$ cat config.mk
export PLATFORM = sky130hd
export DESIGN_NAME = fir_result_bcd_decoder_flat
export DESIGN_NICKNAME = d
export VERILOG_FILES = /design/src/rtl/fir_result_bcd_decoder_if.sv /design/src/rtl/fir_result_bcd_decoder.sv /design/src/flat_wrapper.sv
export SDC_FILE = /design/constraint.sdc
export NUM_CORES = 1
export LEC_CHECK = 0
export ABC_AREA = 0
export CAP_MARGIN = 20
export CORE_ASPECT_RATIO = 0.5
export CORE_MARGIN = 2
export CORE_UTILIZATION = 55
export DETAILED_ROUTE_END_ITERATION = 10
export HOLD_SLACK_MARGIN = 0.03
export PLACE_DENSITY = 0.87
export REMOVE_ABC_BUFFERS = 1
export SLEW_MARGIN = 25
export SYNTH_ARGS = -nofsm -noshare
export SYNTH_HDL_FRONTEND = slang
export SYNTH_SLANG_ARGS = --single-unit
$ cat constraint.sdc
create_clock -name i_clk -period 2.4 [get_ports i_clk]
set_input_delay 0.24 -clock i_clk [delete_from_list [all_inputs] [get_ports i_clk]]
set_output_delay 0.24 -clock i_clk [all_outputs]
set_load 0.03 [all_outputs]
$ cat src/rtl/fir_result_bcd_decoder_if.sv
// Handshake bundle between the FIR result producer, the BCD decoder and the display consumer.
// The decoder takes the slave view; the producer/consumer side takes the master view.
interface fir_result_bcd_decoder_if #(
  parameter int W      = 12,
  parameter int DIGITS = 4
);
  logic [W-1:0]          i_data;
  logic                  i_valid;
  logic                  o_ready;
  logic [4*DIGITS-1:0]   o_bcd;
  logic                  o_valid;
  logic                  i_ready;
  logic                  o_busy;

  modport slave (
    input  i_data,
    input  i_valid,
    input  i_ready,
    output o_ready,
    output o_bcd,
    output o_valid,
    output o_busy
  );

  modport master (
    output i_data,
    output i_valid,
    output i_ready,
    input  o_ready,
    input  o_bcd,
    input  o_valid,
    input  o_busy
  );
endinterface

$ cat src/rtl/fir_result_bcd_decoder.sv
// Sequential double-dabble converter of a FIR result (hundredths) into packed BCD D3 D2 . D1 D0.
// Optional macro FIR_BCD_ROUND_EN: adds 5 before conversion and clears D0 (round half-up to tenths).
module fir_result_bcd_decoder #(
  parameter int W      = 12,
  parameter int DIGITS = 4
) (
  input  logic                   i_clk,
  input  logic                   i_rst,
  fir_result_bcd_decoder_if.slave bus
);

`ifdef FIR_BCD_ROUND_EN
  localparam int OPW   = W + 1;
  localparam int STEPS = W + 1;
`else
  // Exact mode never needs the zero-extension bit, so the operand is just W bits wide.
  localparam int OPW   = W;
  localparam int STEPS = W;
`endif
  localparam int SW = 4 * DIGITS;
  localparam int CW = $clog2(STEPS + 1);

  typedef enum logic [1:0] {
    IDLE  = 2'd0,
    SHIFT = 2'd1,
    DONE  = 2'd2
  } state_t;

  state_t            state_q;
  logic [OPW-1:0]    op_q;
  logic [OPW-1:0]    op_d;
  logic [OPW-1:0]    op_load_s;
  logic [SW-1:0]     scr_q;
  logic [SW-1:0]     scr_adj_s;
  logic [SW-1:0]     scr_d;
  logic [SW-1:0]     bcd_q;
  logic [SW-1:0]     bcd_d;
  logic [CW-1:0]     cnt_q;
  logic              valid_q;
  logic              ready_q;
  logic              busy_q;

  function automatic logic [3:0] dd_adjust(input logic [3:0] digit);
    if (digit >= 4'd5) begin
      return digit + 4'd3;
    end else begin
      return digit;
    end
  endfunction

  // One double-dabble step: adjust all digits, then shift the operand MSB into the scratch.
  always_comb begin
    scr_adj_s = '0;
    for (int i = 0; i < DIGITS; i++) begin
      scr_adj_s[4*i +: 4] = dd_adjust(scr_q[4*i +: 4]);
    end
    scr_d = {scr_adj_s[SW-2:0], op_q[OPW-1]};
    op_d  = {op_q[OPW-2:0], 1'b0};
    bcd_d = scr_d;
`ifdef FIR_BCD_ROUND_EN
    bcd_d[3:0] = 4'd0;
    op_load_s  = {1'b0, bus.i_data} + OPW'(5);
`else
    op_load_s  = bus.i_data;
`endif
  end

  // Control FSM with registered handshake outputs and datapath registers.
  always_ff @(posedge i_clk) begin
    if (i_rst) begin
      state_q <= IDLE;
      op_q    <= '0;
      scr_q   <= '0;
      cnt_q   <= '0;
      bcd_q   <= '0;
      valid_q <= 1'b0;
      ready_q <= 1'b0;
      busy_q  <= 1'b0;
    end else begin
      case (state_q)
        IDLE: begin
          valid_q <= 1'b0;
          if (ready_q && bus.i_valid) begin
            op_q    <= op_load_s;
            scr_q   <= '0;
            cnt_q   <= CW'(STEPS);
            ready_q <= 1'b0;
            busy_q  <= 1'b1;
            state_q <= SHIFT;
          end else begin
            ready_q <= 1'b1;
            busy_q  <= 1'b0;
          end
        end
        SHIFT: begin
          scr_q <= scr_d;
          op_q  <= op_d;
          cnt_q <= cnt_q - CW'(1);
          if (cnt_q == CW'(1)) begin
            bcd_q   <= bcd_d;
            valid_q <= 1'b1;
            busy_q  <= 1'b0;
            state_q <= DONE;
          end else begin
            busy_q  <= 1'b1;
          end
        end
        DONE: begin
          if (bus.i_ready) begin
            valid_q <= 1'b0;
            ready_q <= 1'b1;
            state_q <= IDLE;
          end else begin
            valid_q <= 1'b1;
          end
        end
        default: begin
          state_q <= IDLE;
          valid_q <= 1'b0;
          ready_q <= 1'b0;
          busy_q  <= 1'b0;
        end
      endcase
    end
  end

  assign bus.o_bcd   = bcd_q;
  assign bus.o_valid = valid_q;
  assign bus.o_ready = ready_q;
  assign bus.o_busy  = busy_q;

endmodule
$ cat src/flat_wrapper.sv
// flat-port wrapper written by rule: the top's interface ports become plain ports
module fir_result_bcd_decoder_flat 
#(
  parameter int W      = 12,
  parameter int DIGITS = 4
)
  (i_clk, i_rst, bus_i_data, bus_i_valid, bus_i_ready, bus_o_ready, bus_o_bcd, bus_o_valid, bus_o_busy);
  fir_result_bcd_decoder_if #(.W(W), .DIGITS(DIGITS)) bus_i ();
  input  logic i_clk;
  input  logic i_rst;
  input wire logic [$bits(bus_i.i_data)-1:0] bus_i_data;
  input wire logic [$bits(bus_i.i_valid)-1:0] bus_i_valid;
  input wire logic [$bits(bus_i.i_ready)-1:0] bus_i_ready;
  output wire logic [$bits(bus_i.o_ready)-1:0] bus_o_ready;
  output wire logic [$bits(bus_i.o_bcd)-1:0] bus_o_bcd;
  output wire logic [$bits(bus_i.o_valid)-1:0] bus_o_valid;
  output wire logic [$bits(bus_i.o_busy)-1:0] bus_o_busy;
  assign bus_i.i_data = bus_i_data;
  assign bus_i.i_valid = bus_i_valid;
  assign bus_i.i_ready = bus_i_ready;
  assign bus_o_ready = bus_i.o_ready;
  assign bus_o_bcd = bus_i.o_bcd;
  assign bus_o_valid = bus_i.o_valid;
  assign bus_o_busy = bus_i.o_busy;
  fir_result_bcd_decoder #(.W(W), .DIGITS(DIGITS)) u_core (.i_clk(i_clk), .i_rst(i_rst), .bus(bus_i));
endmodule
* Yosys cells after proc, flatten, opt, wreduce, memory -nomap -nowiden
Cells that the tools add are included.
Cells by class: $add $sub $neg 5, magnitude comparators 4, bitwise logic cells 1, eq/ne operators 6, reduce and logical (&&, ||, !) cells 7, muxes and demuxes 23
Operators with widths (number):
- 16-bit one-hot mux with 2 select lines | 1
- 12-bit one-hot mux with 2 select lines | 1
- 4-bit by 3-bit >= comparator with 1-bit output, second input constant | 4
- 16-bit 2-to-1 mux | 1
- 4-bit 2-to-1 mux | 4
- 4-bit by 2-bit adder with 4-bit output, second input constant | 3
- 12-bit 2-to-1 mux | 1
- 4-bit one-hot mux with 2 select lines | 1
- 1-bit 2-to-1 mux | 6
- 2-bit 2-to-1 mux | 3
- 1-bit one-hot mux with 3 select lines | 2
- 2-bit one-hot mux with 3 select lines | 1
- 2-bit AND reduction | 3
- 4-bit by 1-bit equality test with 1-bit output, second input constant | 1
- 2-bit by 1-bit inequality test with 1-bit output, second input constant | 2
- 4-bit by 1-bit subtractor with 4-bit output, second input constant | 1
- 3-bit by 2-bit adder with 3-bit output, second input constant | 1
- 3-bit 2-to-1 mux | 1
- 3-bit AND reduction | 1
- 2-bit by 1-bit equality test with 1-bit output, second input constant | 1
- 2-bit equality test, second input constant | 1
- 2-bit zero test | 1
- 2-bit inequality test, second input constant | 1
- 1-bit one-hot mux with 2 select lines | 1
- other kinds (3) | 3
Word-level totals: input bits 16, register bits after elaboration 53, word-level logic and storage cells 54, output and inout port bits 19

* Logic depth before layout (Yosys ltp)
Gate-level depths: netlist of run 1.
depth after elaboration 3, depth in mapped cells 8, depth with buffers taken out 6

* Worst setup path before layout of run 1
No wires, ideal clock.
kind flip-flop to flip-flop, start register u_core.state_q[0], end register u_core.scr_q[10], path slack 814 ps, arrival time 1470 ps, period minus slack after synthesis 1586 ps, stages on the path, launching flop included 8, buffers on the path 1, library setup time 117 ps, data required time 2283 ps, path through dfxtp_1 -> inv_1 -> ha_1 -> a21boi_2 -> a21oi_4 -> nor2_1 -> buf_2 -> a22o_1
Between the ends: word-level cells in the longest chain between the ends 3, elaborated cells on any way between the ends 6, classes of those cells eq/ne (2); mux (1); reduce/logical (3)
Ends and longest elaborated chain:
- start, declared | line fir_result_bcd_decoder.sv:29 | state_t state_q;
- start signal, assigned | line fir_result_bcd_decoder.sv:71 | state_q <= IDLE;
- start signal, assigned | line fir_result_bcd_decoder.sv:89 | state_q <= SHIFT;
- start signal, assigned | line fir_result_bcd_decoder.sv:103 | state_q <= DONE;
- 2-bit zero test or 2-bit by 1-bit equality test with 1-bit output (tied branches) | line fir_result_bcd_decoder.sv:80 | case (state_q)
- 2-bit by 1-bit inequality test with 1-bit output (no source line) or 2-bit nonzero test (tied branches)
- 2-bit AND reduction (no source line)
- end signal, assigned | line fir_result_bcd_decoder.sv:96 | scr_q <= scr_d;
- end, declared | line fir_result_bcd_decoder.sv:33 | logic [SW-1:0] scr_q;
Parallel ways exist; a longest one is shown, timed or not. A chain may end at the register's enable or synchronous reset.

* Worst setup path after layout of run 1
start register u_core.state_q[1], end register u_core.op_q[10]
Between the ends: word-level cells in the longest chain between the ends 3, elaborated cells on any way between the ends 6, classes of those cells eq/ne (2); mux (1); reduce/logical (3)
Ends and longest elaborated chain:
- 2-bit zero test or 2-bit by 1-bit equality test with 1-bit output (tied branches) | line fir_result_bcd_decoder.sv:80
- 2-bit by 1-bit inequality test with 1-bit output (no source line) or 2-bit nonzero test (tied branches)
- 2-bit AND reduction (no source line)
- end signal, assigned | line fir_result_bcd_decoder.sv:84 | op_q <= op_load_s;
- end signal, assigned | line fir_result_bcd_decoder.sv:97 | op_q <= op_d;
- end, declared | line fir_result_bcd_decoder.sv:30 | logic [OPW-1:0] op_q;
Parallel ways exist; a longest one is shown, timed or not.

==> metrics.txt, run 1 <==
# TYPE chip_impl_metric gauge
chip_impl_info{name="run_status",value="completed"} 1
chip_impl_metric{name="htree_num_levels",unit=""} 2
chip_impl_metric{name="setup_viol_count_final",unit=""} 0
chip_impl_metric{name="clock_skew",unit="ps"} 5.692
chip_impl_metric{name="route.detailed.vias_per_inst",unit=""} 5.835
chip_impl_metric{name="floorplan.die.width",unit="um"} 102.4
chip_impl_metric{name="power.density",unit="nW/um^2"} 798.7
chip_impl_metric{name="grt_pass1_vias",unit=""} 2107
chip_impl_metric{name="ir_drop",unit="V"} 0.0003784
chip_impl_metric{name="cts.hold.buffers_added",unit=""} 0
chip_impl_metric{name="max_stage_delay",unit="ps"} 390
chip_impl_metric{name="ys_ff_latch",unit=""} 53
chip_impl_info{name="worst_r2r_startpoint",value="u_core.state_q[1]"} 1
chip_impl_metric{name="number_of_antenna_violations_at_the_first_check_in_global_routing",unit=""} 0
chip_impl_info{name="clock_tree_from_tritoncts",value="yes"} 1
chip_impl_metric{name="clock-sinks",unit=""} 53
chip_impl_metric{name="postLayoutSetupSlackWorst",unit="ps"} 348.9
chip_impl_info{name="worstSetupEndpoint",value="u_core.op_q[10]"} 1
chip_impl_metric{name="maxCapViolCount",unit=""} 0
chip_impl_metric{name="die-height",unit="um"} 53.19
chip_impl_metric{name="antenna_violating_nets_post_route",unit=""} 0
chip_impl_metric{name="worstRegToRegCells",unit=""} 6
chip_impl_metric{name="final_period_minus_worst_setup_slack",unit="ps"} 2051
chip_impl_metric{name="grt_pass1_wl",unit="um"} 9356
chip_impl_metric{name="timing.max_slew.rel_slack",unit="%"} 52.85
chip_impl_metric{name="grt_max_degree",unit=""} 36
chip_impl_metric{name="grt_overflow",unit=""} 0
chip_impl_info{name="crit_path_cell_trace",value="inv_1 > ha_1 > buf_4 > mux2_2 > a222oi_1 > a21oi_1"} 1
chip_impl_metric{name="worstPathRequired",unit="ps"} 2580
chip_impl_metric{name="dr.first_iter.drc_count",unit=""} 77
chip_impl_metric{name="ctsResizeCount",unit=""} 0
chip_impl_metric{name="dr_vias",unit=""} 2270
chip_impl_metric{name="critical_path_cell_count",unit=""} 6
chip_impl_info{name="rsz_0062_raised_after_global_routing",value="false"} 1
chip_impl_info{name="final_common_cell",value="sky130_fd_sc_hd__dfxtp_1"} 1
chip_impl_metric{name="finalHoldWorstSlack",unit="ps"} 467.9
chip_impl_info{name="hold_path.class",value="flip-flop to flip-flop"} 1
chip_impl_info{name="worst_path_max_delay_cell",value="sky130_fd_sc_hd__ha_1"} 1
chip_impl_metric{name="largest_fanout_on_the_critical_path",unit=""} 15
chip_impl_metric{name="synth_enable_flop_cells",unit=""} 0
chip_impl_metric{name="clk_path_buf_depth",unit=""} 2
chip_impl_metric{name="dp_hpwl",unit="um"} 3920
chip_impl_metric{name="worst_slew_pin_slew",unit="ps"} 702.5
chip_impl_info{name="rr_endpoint",value="u_core.op_q[10]"} 1
chip_impl_metric{name="synthesis.yosys.warnings",unit=""} 0
chip_impl_metric{name="post_cts.repair.setup_buffers",unit=""} 0
chip_impl_metric{name="netlist_instances",unit=""} 291
chip_impl_metric{name="insertion_delay",unit="ps"} 300
chip_impl_metric{name="synth_cell_types",unit=""} 48
chip_impl_metric{name="gp_congestion",unit=""} 0.8446
chip_impl_metric{name="area.growth.synth_to_final",unit="%"} 18.71
chip_impl_info{name="worst_path_dominant_cell_family",value="compound AO/OA/AOI/OAI gates"} 1
chip_impl_metric{name="remaining_drc_errors",unit=""} 0
chip_impl_metric{name="tritoncts.num_buffers",unit=""} 5
chip_impl_info{name="worst-setup-path-type",value="flip-flop to flip-flop"} 1
chip_impl_info{name="worst_setup_path_end_kind",value="flip-flop"} 1
chip_impl_metric{name="antennaDiodeCount",unit=""} 0
chip_impl_metric{name="drv_slew",unit=""} 0
chip_impl_metric{name="maxClockFrequency",unit="MHz"} 487.5
chip_impl_metric{name="synth_seq_area_share",unit="%"} 39.87
chip_impl_metric{name="static-leakage-power",unit="nW"} 1.078
chip_impl_metric{name="clkSlewWorstSetupHoldPaths",unit="ps"} 90
chip_impl_metric{name="route.detailed.wl_per_inst",unit="um"} 14.52
chip_impl_metric{name="die_area",unit="sq um"} 5445
chip_impl_metric{name="gr_util_all_layers",unit="%"} 22.24
chip_impl_metric{name="worst_hold_stages",unit=""} 2
chip_impl_metric{name="ys_async_sr_fraction",unit="%"} 0
chip_impl_metric{name="detailedRoute.firstPassIterationCount",unit=""} 5
chip_impl_info{name="ys.flop_type",value="sky130_fd_sc_hd__dfxtp_1"} 1
chip_impl_metric{name="path_buf_inv",unit=""} 2
chip_impl_metric{name="core_area",unit="sq um"} 4531
chip_impl_metric{name="setup.reg_to_reg.worst_slack",unit="ps"} 350
chip_impl_metric{name="setup_tns",unit="ps"} 0
chip_impl_info{name="commonest_cells_after_routing_fill_and_taps_aside",value="sky130_fd_sc_hd__dfxtp_1, sky130_fd_sc_hd__clkdlybuf4s50_1, sky130_fd_sc_hd__nor2_1, sky130_fd_sc_hd__nand2_1, sky130_fd_sc_hd__a21oi_1"} 1
chip_impl_metric{name="cp.arrival",unit="ps"} 2230
chip_impl_metric{name="routed_wl",unit="um"} 5648
chip_impl_info{name="kind_of_start_point_of_the_critical_path",value="flip-flop"} 1
chip_impl_metric{name="post-place-ws",unit="ps"} 368.1
chip_impl_metric{name="placementRows",unit=""} 17
chip_impl_metric{name="period_share",unit="%"} 85.46
chip_impl_metric{name="post_synth.cell_area_avg",unit="sq um"} 9.145
chip_impl_metric{name="initial_utilization",unit="%"} 58.74
chip_impl_metric{name="io_pins",unit=""} 35
chip_impl_metric{name="synth.cell_area",unit="sq um"} 2661
chip_impl_metric{name="timing_hold_violations_final",unit=""} 0
chip_impl_info{name="root_buffer",value="sky130_fd_sc_hd__clkbuf_8"} 1
chip_impl_metric{name="finalNetCount",unit=""} 351
chip_impl_metric{name="layout-drive-gt1-share",unit="%"} 10.53
chip_impl_metric{name="port_buffers",unit=""} 34
chip_impl_info{name="worst_setup_path_startpoint",value="u_core.state_q[1]"} 1
worst min-delay path, cell delays in order (launching register included):
cell                       delay (ps)
sky130_fd_sc_hd__dfxtp_1          320
sky130_fd_sc_hd__nand2b_1          60
sky130_fd_sc_hd__o21ai_1           50
synthesized netlist by cell type (2+ instances only):
library cell	n	area share, %
sky130_fd_sc_hd__mux2_2	9	3.8
sky130_fd_sc_hd__buf_1	2	0.28
sky130_fd_sc_hd__a31oi_1	6	1.4
sky130_fd_sc_hd__dfxtp_1	53	40
sky130_fd_sc_hd__inv_1	14	2.0
sky130_fd_sc_hd__nor2_1	25	3.5
sky130_fd_sc_hd__a21oi_1	18	3.4
sky130_fd_sc_hd__a222oi_1	8	3.0
sky130_fd_sc_hd__buf_2	3	0.56
sky130_fd_sc_hd__clkbuf_1	5	0.71
sky130_fd_sc_hd__a211o_1	3	0.99
sky130_fd_sc_hd__nor3_1	2	0.38
sky130_fd_sc_hd__mux2i_1	6	2.3
sky130_fd_sc_hd__a211oi_1	10	2.8
sky130_fd_sc_hd__nand2_1	23	3.2
sky130_fd_sc_hd__buf_4	4	1.1
sky130_fd_sc_hd__o22ai_1	5	1.2
sky130_fd_sc_hd__a211oi_2	2	0.94
sky130_fd_sc_hd__o21ai_1	2	0.38
sky130_fd_sc_hd__a22o_1	3	0.99
sky130_fd_sc_hd__ha_1	13	6.1
sky130_fd_sc_hd__nor3b_1	4	1.1
sky130_fd_sc_hd__xnor2_1	4	1.3
sky130_fd_sc_hd__a21o_1	3	0.85
sky130_fd_sc_hd__nand2b_1	13	3.1
sky130_fd_sc_hd__a311oi_1	4	1.3
sky130_fd_sc_hd__a21oi_4	2	1.2
sky130_fd_sc_hd__nand3_1	11	2.1
sky130_fd_sc_hd__o2bb2ai_1	8	2.6
sky130_fd_sc_hd__o21ai_0	8	1.5
per-stage QoR:
| step | cell area (sq um) | utilization (%) | power [mW] | instances |
|---|---|---|---|---|
| global route | 3159 | 69.73 | 2.649 | 389 |
| floorplan | 2579 | - | 1.646 | 276 |
| CTS | 3159 | 69.73 | 2.527 | 389 |
| finish | 3159 | 69.73 | 2.523 | 389 |
| global placement | 3039 | 67.08 | 1.863 | 381 |
| detailed placement | 3039 | 67.08 | 1.902 | 381 |
kinds of logic (layout without fill, tap and decap cells):
kind of cell | Yosys count | count (layout) | share of synthesized area (%)
DFF | 53 | 53 | 39.87
muxes | 15 | 15 | 6.065
buffers and inverters | 30 | 62 | 5.218
xor gates and xnor gates | 4 | 4 | 1.316
AOI/OAI and AO/OA | 89 | 89 | 25.01
and+or+nand+nor | 87 | 87 | 16.41
adders and majority gates | 13 | 13 | 6.112
registers in the layout, summed over array words and instances, names as in the netlist:
signal and flops:
u_core.state_q 2, u_core.bus.o_bcd 16, u_core.bus.o_busy 1, u_core.scr_q 16, u_core.op_q 12, u_core.cnt_q 4
u_core.bus.o_valid 1, u_core.bus.o_ready 1
worst min path at each step:
stage,start,end,slack [ps]
after floorplan,i_rst,u_core.state_q[0],300
after global placement,u_core.scr_q[13],u_core.scr_q[13],450
after detailed placement,u_core.bus.o_bcd[2],u_core.bus.o_bcd[2],460
after CTS,bus_i_data[5],u_core.op_q[5],470
after global routing,bus_i_data[5],u_core.op_q[5],470
final,u_core.bus.o_bcd[2],u_core.bus.o_bcd[2],470
metal layers:
layer  vias to the layer above  GRT usage (%)  part of all wire, %
li1                       1125              -                    -
met1                      1076          26.48                   45
met2                        62          41.45                   50
met3                         7          4.756                  4.9
met4                         0          5.556                 0.67
met5                         -              0                    0
power breakdown:
group / internal, mW / switching, mW
registers: 0.974 / 0.0931
clock network: 0.339 / 0.290
logic: 0.335 / 0.492
final cells by class:
cell class | count | area, sq um
Multi-Input combinational cell | 208 | 1461
Fill cell | 352 | 1371
Sequential cell | 53 | 1061
Timing Repair Buffer | 39 | 377.9
Clock buffer | 6 | 82.58
Tap cell | 66 | 82.58
Inverter | 15 | 56.30
Clock inverter | 2 | 37.54
No activity file was read; power rests on OpenSTA's default activity.
==> run 2, diff against run 1 <==
--- a/config.mk
+++ b/config.mk
@@ -14,6 +14,7 @@
 export HOLD_SLACK_MARGIN = 0.03
 export PLACE_DENSITY = 0.87
 export REMOVE_ABC_BUFFERS = 1
+export SKIP_CTS_REPAIR_TIMING = 1
 export SLEW_MARGIN = 25
 export SYNTH_ARGS = -nofsm -noshare
 export SYNTH_HDL_FRONTEND = slang
==> results of run 2 <==
Same layout as run 1: the final DEF is identical, and so are final timing and power.
